`config.mk`:
```
export PLATFORM = sky130hd
export DESIGN_NAME = mc_control_fsm
export DESIGN_NICKNAME = d
export VERILOG_FILES = /design/src/rtl/mc_control_fsm.sv
export SDC_FILE = /design/constraint.sdc
export NUM_CORES = 1
export LEC_CHECK = 0
export ABC_AREA = 0
export BUFFER_PORTS_ARGS = -buffer_cell sky130_fd_sc_hd__buf_4
export CAP_MARGIN = 15
export CORE_ASPECT_RATIO = 0.6
export CORE_MARGIN = 5
export CORE_UTILIZATION = 49
export CTS_CLUSTER_DIAMETER = 60
export DETAILED_ROUTE_END_ITERATION = 12
export HOLD_SLACK_MARGIN = 0.12
export PLACE_DENSITY = 0.78
export SYNTH_ARGS = -nofsm -noshare
export SYNTH_HDL_FRONTEND = slang
export SYNTH_SLANG_ARGS = --single-unit
export TNS_END_PERCENT = 20
```
`constraint.sdc`:
```
create_clock -name clk -period 2.94 [get_ports clk]
set_clock_uncertainty 0.2 [all_clocks]
set_input_delay 0.441 -clock clk [delete_from_list [all_inputs] [get_ports clk]]
set_output_delay 0.441 -clock clk [all_outputs]
set_load 0.02 [all_outputs]
```
`src/rtl/mc_control_fsm.sv`:
```
// Multicycle RISC-V control unit: sequences fetch, decode, memory, ALU and
// jump steps, driving datapath mux selects and write enables each cycle.
module mc_control_fsm (
    input  logic       clk,
    input  logic       rst_n,
    input  logic [6:0] op,
    input  logic [2:0] funct3,
    input  logic       zero,
    input  logic       mem_ready,
    output logic       mem_req,
    output logic       mem_write,
    output logic       ir_write,
    output logic       reg_write,
    output logic       adr_src,
    output logic       pc_write,
    output logic [1:0] alu_src_a,
    output logic [1:0] alu_src_b,
    output logic [1:0] result_src,
    output logic [1:0] alu_op,
    output logic [1:0] imm_src,
    output logic       illegal,
    output logic       instr_done,
    output logic [3:0] state
);

    typedef enum logic [3:0] {
        S_FETCH    = 4'd0,
        S_DECODE   = 4'd1,
        S_MEMADR   = 4'd2,
        S_MEMREAD  = 4'd3,
        S_MEMWB    = 4'd4,
        S_MEMWRITE = 4'd5,
        S_EXECR    = 4'd6,
        S_EXECI    = 4'd7,
        S_ALUWB    = 4'd8,
        S_BRANCH   = 4'd9,
        S_JAL      = 4'd10,
        S_JALR     = 4'd11,
        S_JLINK    = 4'd12,
        S_ILLEGAL  = 4'd15
    } state_t;

    localparam logic [6:0] OP_LOAD   = 7'b0000011;
    localparam logic [6:0] OP_STORE  = 7'b0100011;
    localparam logic [6:0] OP_RTYPE  = 7'b0110011;
    localparam logic [6:0] OP_ITYPE  = 7'b0010011;
    localparam logic [6:0] OP_BRANCH = 7'b1100011;
    localparam logic [6:0] OP_JAL    = 7'b1101111;
    localparam logic [6:0] OP_JALR   = 7'b1100111;

    typedef struct packed {
        logic       mem_req;
        logic       mem_write;
        logic       reg_write;
        logic       adr_src;
        logic [1:0] alu_src_a;
        logic [1:0] alu_src_b;
        logic [1:0] result_src;
        logic [1:0] alu_op;
        logic       illegal;
    } ctrl_t;

    // Pure state-decoded controls; registered by decoding the next state.
    function automatic ctrl_t decode(input state_t s);
        ctrl_t c;
        c = '0;
        case (s)
            S_FETCH: begin
                c.mem_req    = 1'b1;
                c.alu_src_b  = 2'b10;
                c.result_src = 2'b10;
            end
            S_DECODE: begin
                c.alu_src_a = 2'b01;
                c.alu_src_b = 2'b01;
            end
            S_MEMADR, S_JALR: begin
                c.alu_src_a  = 2'b10;
                c.alu_src_b  = 2'b01;
                c.result_src = (s == S_JALR) ? 2'b10 : 2'b00;
            end
            S_MEMREAD: begin
                c.mem_req = 1'b1;
                c.adr_src = 1'b1;
            end
            S_MEMWRITE: begin
                c.mem_req   = 1'b1;
                c.adr_src   = 1'b1;
                c.mem_write = 1'b1;
            end
            S_MEMWB: begin
                c.result_src = 2'b01;
                c.reg_write  = 1'b1;
            end
            S_EXECR: begin
                c.alu_src_a = 2'b10;
                c.alu_op    = 2'b10;
            end
            S_EXECI: begin
                c.alu_src_a = 2'b10;
                c.alu_src_b = 2'b01;
                c.alu_op    = 2'b10;
            end
            S_ALUWB:   c.reg_write = 1'b1;
            S_BRANCH: begin
                c.alu_src_a = 2'b10;
                c.alu_op    = 2'b01;
            end
            S_JAL, S_JLINK: begin
                c.alu_src_a = 2'b01;
                c.alu_src_b = 2'b10;
            end
            S_ILLEGAL: c.illegal = 1'b1;
            default:   c = '0;
        endcase
        return c;
    endfunction

    state_t cur;
    state_t nxt;
    ctrl_t  ctrl;
    logic   taken;

    always_comb begin
        nxt = cur;
        case (cur)
            S_FETCH:    if (mem_ready) nxt = S_DECODE;
            S_DECODE: begin
                case (op)
                    OP_LOAD, OP_STORE: nxt = S_MEMADR;
                    OP_RTYPE:          nxt = S_EXECR;
                    OP_ITYPE:          nxt = S_EXECI;
                    OP_BRANCH:         nxt = (funct3[2:1] == 2'b00) ? S_BRANCH : S_ILLEGAL;
                    OP_JAL:            nxt = S_JAL;
                    OP_JALR:           nxt = S_JALR;
                    default:           nxt = S_ILLEGAL;
                endcase
            end
            S_MEMADR:   nxt = op[5] ? S_MEMWRITE : S_MEMREAD;
            S_MEMREAD:  if (mem_ready) nxt = S_MEMWB;
            S_MEMWRITE: if (mem_ready) nxt = S_FETCH;
            S_MEMWB, S_ALUWB, S_BRANCH:  nxt = S_FETCH;
            S_EXECR, S_EXECI, S_JAL, S_JLINK: nxt = S_ALUWB;
            S_JALR:     nxt = S_JLINK;
            S_ILLEGAL:  nxt = S_ILLEGAL;
            default:    nxt = S_ILLEGAL;
        endcase
    end

    always_ff @(posedge clk or negedge rst_n) begin
        if (!rst_n) begin
            cur  <= S_FETCH;
            ctrl <= decode(S_FETCH);
        end else begin
            cur  <= nxt;
            ctrl <= decode(nxt);
        end
    end

    // Enables that depend on inputs are gated by rst_n so nothing writes
    // while reset is held, even though FETCH would otherwise follow mem_ready.
    assign taken      = funct3[0] ? ~zero : zero;
    assign ir_write   = rst_n && (cur == S_FETCH) && mem_ready;
    assign pc_write   = rst_n && (((cur == S_FETCH) && mem_ready) ||
                                  ((cur == S_BRANCH) && taken) ||
                                  (cur == S_JAL) || (cur == S_JALR));
    assign instr_done = rst_n && (cur != S_FETCH) && (nxt == S_FETCH);

    always_comb begin
        case (op)
            OP_STORE:  imm_src = 2'b01;
            OP_BRANCH: imm_src = 2'b10;
            OP_JAL:    imm_src = 2'b11;
            default:   imm_src = 2'b00;
        endcase
    end

    assign mem_req    = ctrl.mem_req;
    assign mem_write  = ctrl.mem_write;
    assign reg_write  = ctrl.reg_write;
    assign adr_src    = ctrl.adr_src;
    assign alu_src_a  = ctrl.alu_src_a;
    assign alu_src_b  = ctrl.alu_src_b;
    assign result_src = ctrl.result_src;
    assign alu_op     = ctrl.alu_op;
    assign illegal    = ctrl.illegal;
    assign state      = cur;

endmodule

```
==> flow_summary.ini, run 1 <==
[die]
design.core.area_um2 = 2115
start_util_pct = 50.18
die_h_um = 46.05
rows = 13
die_area_um2 = 3227
die_x_um = 70.08
io_pins = 36

[synth]
ys_types = 46
yosysMostFrequentCell = dfrtp_1
yosys-top-cells-area = dfrtp_1 33%, dfstp_2 7.4%, o211ai_2 3.5%, o21ai_0 3.3%, nand4bb_4 2.6%
synth_nets = 117
synthTopCellsByCount = 14 x dfrtp_1, 7 x nand2_1, 7 x o21ai_0
synthFlopType = dfrtp_1
syn_area_per_cell_um2 = 10.30
yosysSeqAreaShare_pct = 40.45
synthCells = 103
ys_warn_count = 0
yosys.area.top_type_share_pct = 33.02
ys_async_sr_fraction_pct = 100.0
synth_top_area_cell = dfrtp_1
netlist_area_um2 = 1061
ys_ff_latch = 17
synth_edf_count = 0

[timing]
fmax_ghz = 0.3518
setup_viol = 0
tns_ps = 0
grt_setup_unrepaired = false
finalCritPeriodShare_pct = 96.68
worst_pin_slew_ps = 501.8
hold-worst-slack_ps = 288.4
final-hold-violation-count = 0
min_period_ps = 2842
final_max_slew_viol_count = 0
max_slew_margin_pct = 66.11

[status]
outcome = completed

[worst_setup_path]
rr_startpoint = state[2]$_DFF_PN0_
cp-end-kind = output pin
max_stage_delay_ps = 480
crit_fanout = 8
slowest_stage = dfrtp_2
crit_type = reg -> out
critPathRequiredTime_ps = 2300
cp-start-kind = register
cp.arrival_ps = 2200
r2r_end = result_src[1]$_DFF_PN1_
crit_path_cell_trace = and2_4 -> a21oi_1 -> nand2_1 -> a221oi_4 -> inv_4 -> or2_4 -> nor3_4 -> buf_6
reg2reg_slack_ps = 620
worst-r2r-cell-count = 8
crit_buf_inv = 2
cpLargestDelayFamily = simple AND/OR/NAND/NOR gates

[place]
dp_hpwl_mm = 2.180
gp_congestion = 0.8661
numPortBuffers = 35

[clock_network]
cts_tree = done
cts.htree.levels = 1
cts_buffers = 3
ctsLongestPathBuffers = 2
insertion_delay_ps = 290
cts-root-buf = clkbuf_4
clk_pin_slew_ps = 110
cts_sinks = 17

[route]
drt_wl_total_mm = 2.801
routed_via_density = 5.640
num_vias = 1004
wire_per_inst_um = 15.74
antenna_left = 0
first_pass_iters = 4
drt_iter0_markers = 62
drc = 0

[finish]
final_nets = 163
diodes = 0
drive_gt1_share_pct = 48.65
area_growth_syn_to_layout_pct = 36.67

[min_path]
hold_depth = 2
min_from = mem_ready
hold_path_end = result_src[0]$_DFF_PN0_
hold_class = in -> reg

[global_route]
grt-ovfl-total = 0
grt_usage_pct = 17.91
grt_pass1_wl_mm = 4.436
grt_max_degree = 21
grt_antenna_before_repair = 0
first_global_vias = 889

[flow_run]
maxCapViolCount = 0

[power_and_ir_drop]
p_leak_nw = 0.6914
ir_drop_uv = 594.4
power_density_nw_per_um2 = 1125
flip-flops by register name, summed over array words and instances, names as in the netlist, 2 cells and up:
register and flops:
alu_op 2, alu_src_a 2, alu_src_b 2, result_src 2, state 4
final cells by class:
type	instances	area (um^2)
sequential	17	432.9
clock buffer	3	22.52
multi-input combinational	78	590.6
fill	177	664.4
tap	30	37.54
inverter	4	17.52
clock inverter	1	5.005
timing repair buffer	45	344.1
cell families (layout without fill, tap and decap cells):
logic type                count (synthesis)  count (layout)  synth area share, %
xor gates and xnor gates                  3               3                2.477
and+or+nand+nor                          46              46                30.78
buffers and inverters                     8              53                5.188
AOI/OAI and AO/OA                        29              29                21.11
DFF                                      17              17                40.45
through the flow:
stage               area [um^2]  utilization, %  setup slack (ps)  total power, mW  instances
floorplan                  1061               -             230.0            1.095        103
global placement           1376           65.09             229.9            1.411        171
detailed placement         1376           65.09             168.2            1.442        171
CTS                        1414           66.86             21.11            1.577        176
global route               1450           68.58             6.115            1.727        178
finish                     1450           68.58             97.66            1.631        178
repair_timing:
| action | CTS | global route |
|---|---|---|
| endpoints found under the setup margin | 0 | 1 |
| hold buffers | 1 | 0 |
| resized for setup | 0 | 7 |
| setup buffers | 0 | 2 |
| endpoints found under the hold margin | 17 | 0 |
cell usage in the layout, fill, tap and decap left out, types with 2 or more instances in the layout:
cell      instances
nor2b_1           2
inv_1             3
xnor2_1           2
o21ai_0           7
o21ai_1           3
nor3b_2           2
a21oi_1           4
o41ai_1           2
or3_1             2
nor2_1            6
dfrtp_2           3
o211ai_2          3
and2_1            3
buf_4            43
dfstp_2           3
and3_1            3
nand2_1           7
clkbuf_4          3
or2_4             2
nor3_1            3
nand3_1           2
dfrtp_1          11
where the power goes:
| part | switching (mW) | total [mW] | internal, mW |
|---|---|---|---|
| Clock | 0.0743 | 0.125 | 0.0506 |
| Combinational | 0.607 | 1.10 | 0.489 |
| Sequential | 0.0706 | 0.410 | 0.339 |
worst max-delay path by stage:
stage / startpoint / end / slack, ps / depth (start not counted)
final: state[2]$_DFF_PN0_ / instr_done / 100 / 8
after global routing: state[2]$_DFF_PN0_ / instr_done / 6 / 8
after CTS: state[2]$_DFF_PN0_ / instr_done / 20 / 8
after detailed placement: op[2] / instr_done / 170 / 7
after global placement: op[2] / instr_done / 230 / 7
after floorplan: state[3]$_DFF_PN0_ / instr_done / 230 / 7
layer usage:
metal | routed length (um) | GRT usage [%] | part of all wire (%)
met1 | 1186 | 25.10 | 42
met2 | 1326 | 28.71 | 47
met3 | 288 | 5.727 | 10
met4 | 0 | 1.145 | 0
met5 | 0 | 0 | 0
No activity file was read; power rests on OpenSTA's default activity.
==> run 2: changes to the inputs <==
- BUFFER_PORTS_ARGS: -buffer_cell sky130_fd_sc_hd__buf_4 -> -buffer_cell sky130_fd_sc_hd__buf_2
==> run 2 against run 1 <==
Power fell by 5.4%. Sequential power fell by 4%. Routed wire length fell by 10%. Worst hold slack improved by 48 ps. Register-to-register slack got worse by 50 ps. Largest power group unchanged. Flip-flop and latch count did not move. Final area fell by 5.8%. Highest routed layer is now met4. Core utilization fell by 4.0 points. Count of clock-buffer cells in the layout rose by 1. Combinational power fell by 6%. Critical path type unchanged.
==> flow_summary.ini, run 2 (synthesis gave the netlist of run 1 again) <==
[timing]
fmax_ghz = 0.3575
final-hold-violation-count = 0
max_slew_margin_pct = 63.79
final_max_slew_viol_count = 0
min_period_ps = 2798
tns_ps = 0
worst_pin_slew_ps = 536.1
setup_viol = 0
grt_setup_unrepaired = false
finalCritPeriodShare_pct = 95.15

[status]
outcome = completed

[power_and_ir_drop]
switching_share_pct = 46.02
p_switching_mw = 0.7103
power_density_nw_per_um2 = 1130
power_frac_seq_pct = 25.6
ir_drop_uv = 458.5
clkPwrFrac_pct = 7.9
comb_power_share_pct = 66.6
p_leak_nw = 0.6793
p_int_mw = 0.8331

[place]
gp_congestion = 0.8597
placed_cell_area_um2 = 1281
dp_hpwl_mm = 1.927
numPortBuffers = 35

[clock_network]
cts_buffers = 3
ctsLongestPathBuffers = 2
insertion_delay_ps = 290
cts.htree.levels = 1
cts_tree = done
clk_pin_slew_ps = 100
cts_sinks = 17
cts-root-buf = clkbuf_4

[route]
num_vias = 978
drt_wl_total_mm = 2.520
drt_iter0_markers = 27
drc = 0
antenna_left = 0
first_pass_iters = 4
routed_via_density = 5.433
wire_per_inst_um = 14.00

[finish]
area_growth_syn_to_layout_pct = 28.77
largest_reg_flops = 4
diodes = 0
final_nets = 165
finish.instance_area_um2 = 1366
layout_common_cells = 34 x buf_2, 12 x buf_4, 11 x dfrtp_1
final_common_cell = buf_2
drive_gt1_share_pct = 48.67

[die]
io_pins = 36
die_h_um = 46.05
die_area_um2 = 3227
design.core.area_um2 = 2115
die_x_um = 70.08
start_util_pct = 50.18
rows = 13

[min_path]
hold_class = in -> reg

[worst_setup_path]
cp_common_cell = buf_4
cp-start-kind = register
cp-end-kind = output pin
crit_fanout = 6
crit_type = reg -> out
slowest_stage = dfrtp_2
reg2reg_slack_ps = 570
cp.arrival_ps = 2160
crit_buf_inv = 3
max_stage_delay_ps = 470
cpLargestDelayFamily = simple AND/OR/NAND/NOR gates
crit_path_cell_trace = buf_4 -> buf_4 -> nor4b_4 -> o31ai_1 -> o211ai_2 -> or2_4 -> nor3_2 -> buf_4
critPathRequiredTime_ps = 2300

[global_route]
grt_usage_pct = 15.93
grt_antenna_before_repair = 0
grt_max_degree = 21
grt-ovfl-total = 0
grt_pass1_wl_mm = 4.036
first_global_vias = 855

[flow_run]
maxCapViolCount = 0
-- run 2: cell types whose count changed in the layout (fill, tap and decap cells not counted), sizes merged --
cell and delta:
clkinv -1, buf +2, clkbuf +1
-- run 2: worst paths after layout --
check                           depth (start not counted)                       to               start
worst max-delay path                                    8               instr_done  state[2]$_DFF_PN0_
max in group asynchronous                               2  result_src[1]$_DFF_PN1_               rst_n
worst min register to register                          2       state[2]$_DFF_PN0_  state[1]$_DFF_PN0_
min in group asynchronous                               2        adr_src$_DFF_PN0_               rst_n
worst max register to register                          9  result_src[1]$_DFF_PN1_  state[2]$_DFF_PN0_
worst min-delay path                                    2  result_src[0]$_DFF_PN0_           mem_ready
-- run 2: power groups by stage --
stage / logic (mW) / clock network, mW / registers [mW]
after floorplan: 0.607 / 0 / 0.488
after global placement: 0.932 / 0 / 0.406
after detailed placement: 0.949 / 0 / 0.408
after CTS: 0.954 / 0.126 / 0.403
after global routing: 1.12 / 0.138 / 0.404
final: 1.03 / 0.121 / 0.395
-- run 2: timing repair --
item                                    in CTS  in global routing
setup buffers                                0                  5
resized for setup                            0                  8
endpoints found under the setup margin       0                  1
hold buffers                                 1                  0
endpoints found under the hold margin       14                  0
-- run 2: cell type report --
type,count,area [um^2]
fillers,184,748.2
well taps,30,37.54
flip-flops and latches,17,432.9
inverters,4,17.52
repair buffers,47,270.3
multi-input cells,78,581.8
clock buffers,4,26.28
-- run 2: routing by layer --
metal  routed length [um]  track usage [%]  share of wire [%]
met5                    0                0                  0
met4                   14            1.145               0.56
met3                  224            5.507                8.9
met2                 1137            24.58                 45
met1                 1143            22.67                 45
-- run 2: through the flow --
step	std cells	utilization (%)	power (mW)	setup WS, ps	hold slack, ps
final	180	64.62	1.543	142.5	336.3
after global routing	180	64.62	1.663	5.582	322.9
after CTS	175	62.31	1.483	16.69	329.9
after detailed placement	170	60.59	1.357	217.0	191.0
after global placement	170	60.59	1.338	258.4	178.1
after floorplan	103	-	1.095	230.0	-54.59
==> run 3: changes to the inputs <==
- clock period: 2.94 -> 3.2 ns (I/O delays scaled with it)
==> run 3 against run 2 <==
Worst hold slack improved by 22 ps. Global-route usage is 0.33 points higher. Sequential share of layout area grew 1.6 points. Die area unchanged. Largest power group unchanged. Highest routed layer unchanged.
==> flow_summary.ini, run 3 (synthesis gave the netlist of run 1 again) <==
[worst_setup_path]
reg2reg_slack_ps = 860
crit_path_cell_trace = and2_1 -> a21oi_1 -> nand2_1 -> a221oi_4 -> inv_4 -> or2_4 -> nor3_2 -> buf_2
slowest_stage = dfrtp_1
crit_fanout = 14
crit_type = reg -> out
cp-start-kind = register
cp-end-kind = output pin
max_stage_delay_ps = 560
r2r_end = result_src[1]$_DFF_PN1_
rr_startpoint = state[1]$_DFF_PN0_
critPathRequiredTime_ps = 2520
crit_buf_inv = 2
cp.arrival_ps = 2330
cpLargestDelayFamily = simple AND/OR/NAND/NOR gates
worst-r2r-cell-count = 6

[clock_network]
cts_resized = 0
cts.htree.levels = 1
cts_sinks = 17
clk_pin_slew_ps = 100
cts_buffers = 3
ctsLongestPathBuffers = 2
cts-root-buf = clkbuf_4
insertion_delay_ps = 290
cts_tree = done

[timing]
final_max_slew_viol_count = 0
fmax_ghz = 0.3326
max_slew_margin_pct = 62.84
grt_setup_unrepaired = false
final-hold-violation-count = 0
setup_viol = 0
worst_pin_slew_ps = 556.1
tns_ps = 0
min_period_ps = 3007
setup_ws_ps = 193.2
finalCritPeriodShare_pct = 93.96

[finish]
area_growth_syn_to_layout_pct = 21.34
finish.instance_area_um2 = 1287
largest_reg_flops = 4
fill_cells = 182
drive_gt1_share_pct = 41.84
multi_input_area_um2 = 576.8
final_util_pct = 60.89
final_nets = 156
final_common_cell = buf_2
seq_area_um2 = 429.2
diodes = 0
layout_common_cells = 35 x buf_2, 14 x dfrtp_1, 7 x o21ai_0, 7 x nand2_1, 6 x nor2_1

[die]
die_area_um2 = 3227
rows = 13
start_util_pct = 50.18
die_h_um = 46.05
io_pins = 36
die_x_um = 70.08
design.core.area_um2 = 2115

[min_path]
min_from = mem_ready
hold_depth = 2
hold_class = in -> reg
hold_path_end = result_src[0]$_DFF_PN0_

[global_route]
grt-ovfl-total = 0
grt_pass1_wl_mm = 4.098
grt_antenna_before_repair = 0
first_global_vias = 888
grt_max_degree = 21
grt_usage_pct = 16.26

[route]
first_pass_iters = 4
drc = 0
drt_iter0_markers = 62
antenna_left = 0
drt_wl_total_mm = 2.437
routed_via_density = 5.380
num_vias = 920
wire_per_inst_um = 14.25

[power_and_ir_drop]
ir_drop_uv = 616.7
p_leak_nw = 0.6354
power_density_nw_per_um2 = 1020
p_total_mw = 1.313

[place]
numPortBuffers = 35
pre_cts_ws_ps = 302.9
placed_cell_area_um2 = 1251
dp_hpwl_mm = 1.900
gp_congestion = 0.8146

[status]
outcome = completed

[flow_run]
maxCapViolCount = 0
==> run 3: cell type report <==
type                    instances  area share [%]
multi-input cells              78           44.80
flip-flops and latches         17           33.33
repair buffers                 38           15.55
well taps                      30           2.915
clock buffers                   4           2.041
inverters                       4           1.361
==> run 3: timing repair <==
item                                    CTS  global route
hold endpoints to repair                 14             0
setup buffers                             0             0
hold buffers                              1             0
endpoints found under the setup margin    0             0
==> run 3: metrics by stage <==
stage	hold slack, ps	instances
global route	360.9	171
global placement	217.0	166
detailed placement	231.6	166
floorplan	-15.59	103
CTS	353.6	171
finish	357.8	171
==> run 3: worst max path at each step <==
| stage | startpoint | end | slack (ps) | cells past startpoint |
|---|---|---|---|---|
| after floorplan | op[4] | instr_done | 420 | 7 |
| after global placement | op[2] | instr_done | 290 | 7 |
| after detailed placement | op[2] | instr_done | 300 | 7 |
| after CTS | state[2]$_DFF_PN0_ | instr_done | 210 | 8 |
| after global routing | state[1]$_DFF_PN0_ | instr_done | 40 | 7 |
| final | state[2]$_DFF_PN0_ | instr_done | 190 | 8 |
==> run 3: power breakdown <==
group	switching [mW]	total, mW	internal (mW)
clock	0.0645	0.113	0.0485
sequential	0.0826	0.390	0.307
combinational	0.479	0.810	0.331
==> run 3: metal layers <==
layer	wire, um	GRT usage (%)	vias to the layer above
li1	-	-	457
met1	1115	21.83	429
met2	1113	25.70	30
met3	192	6.608	4
met4	16	1.908	0
met5	0	0	-
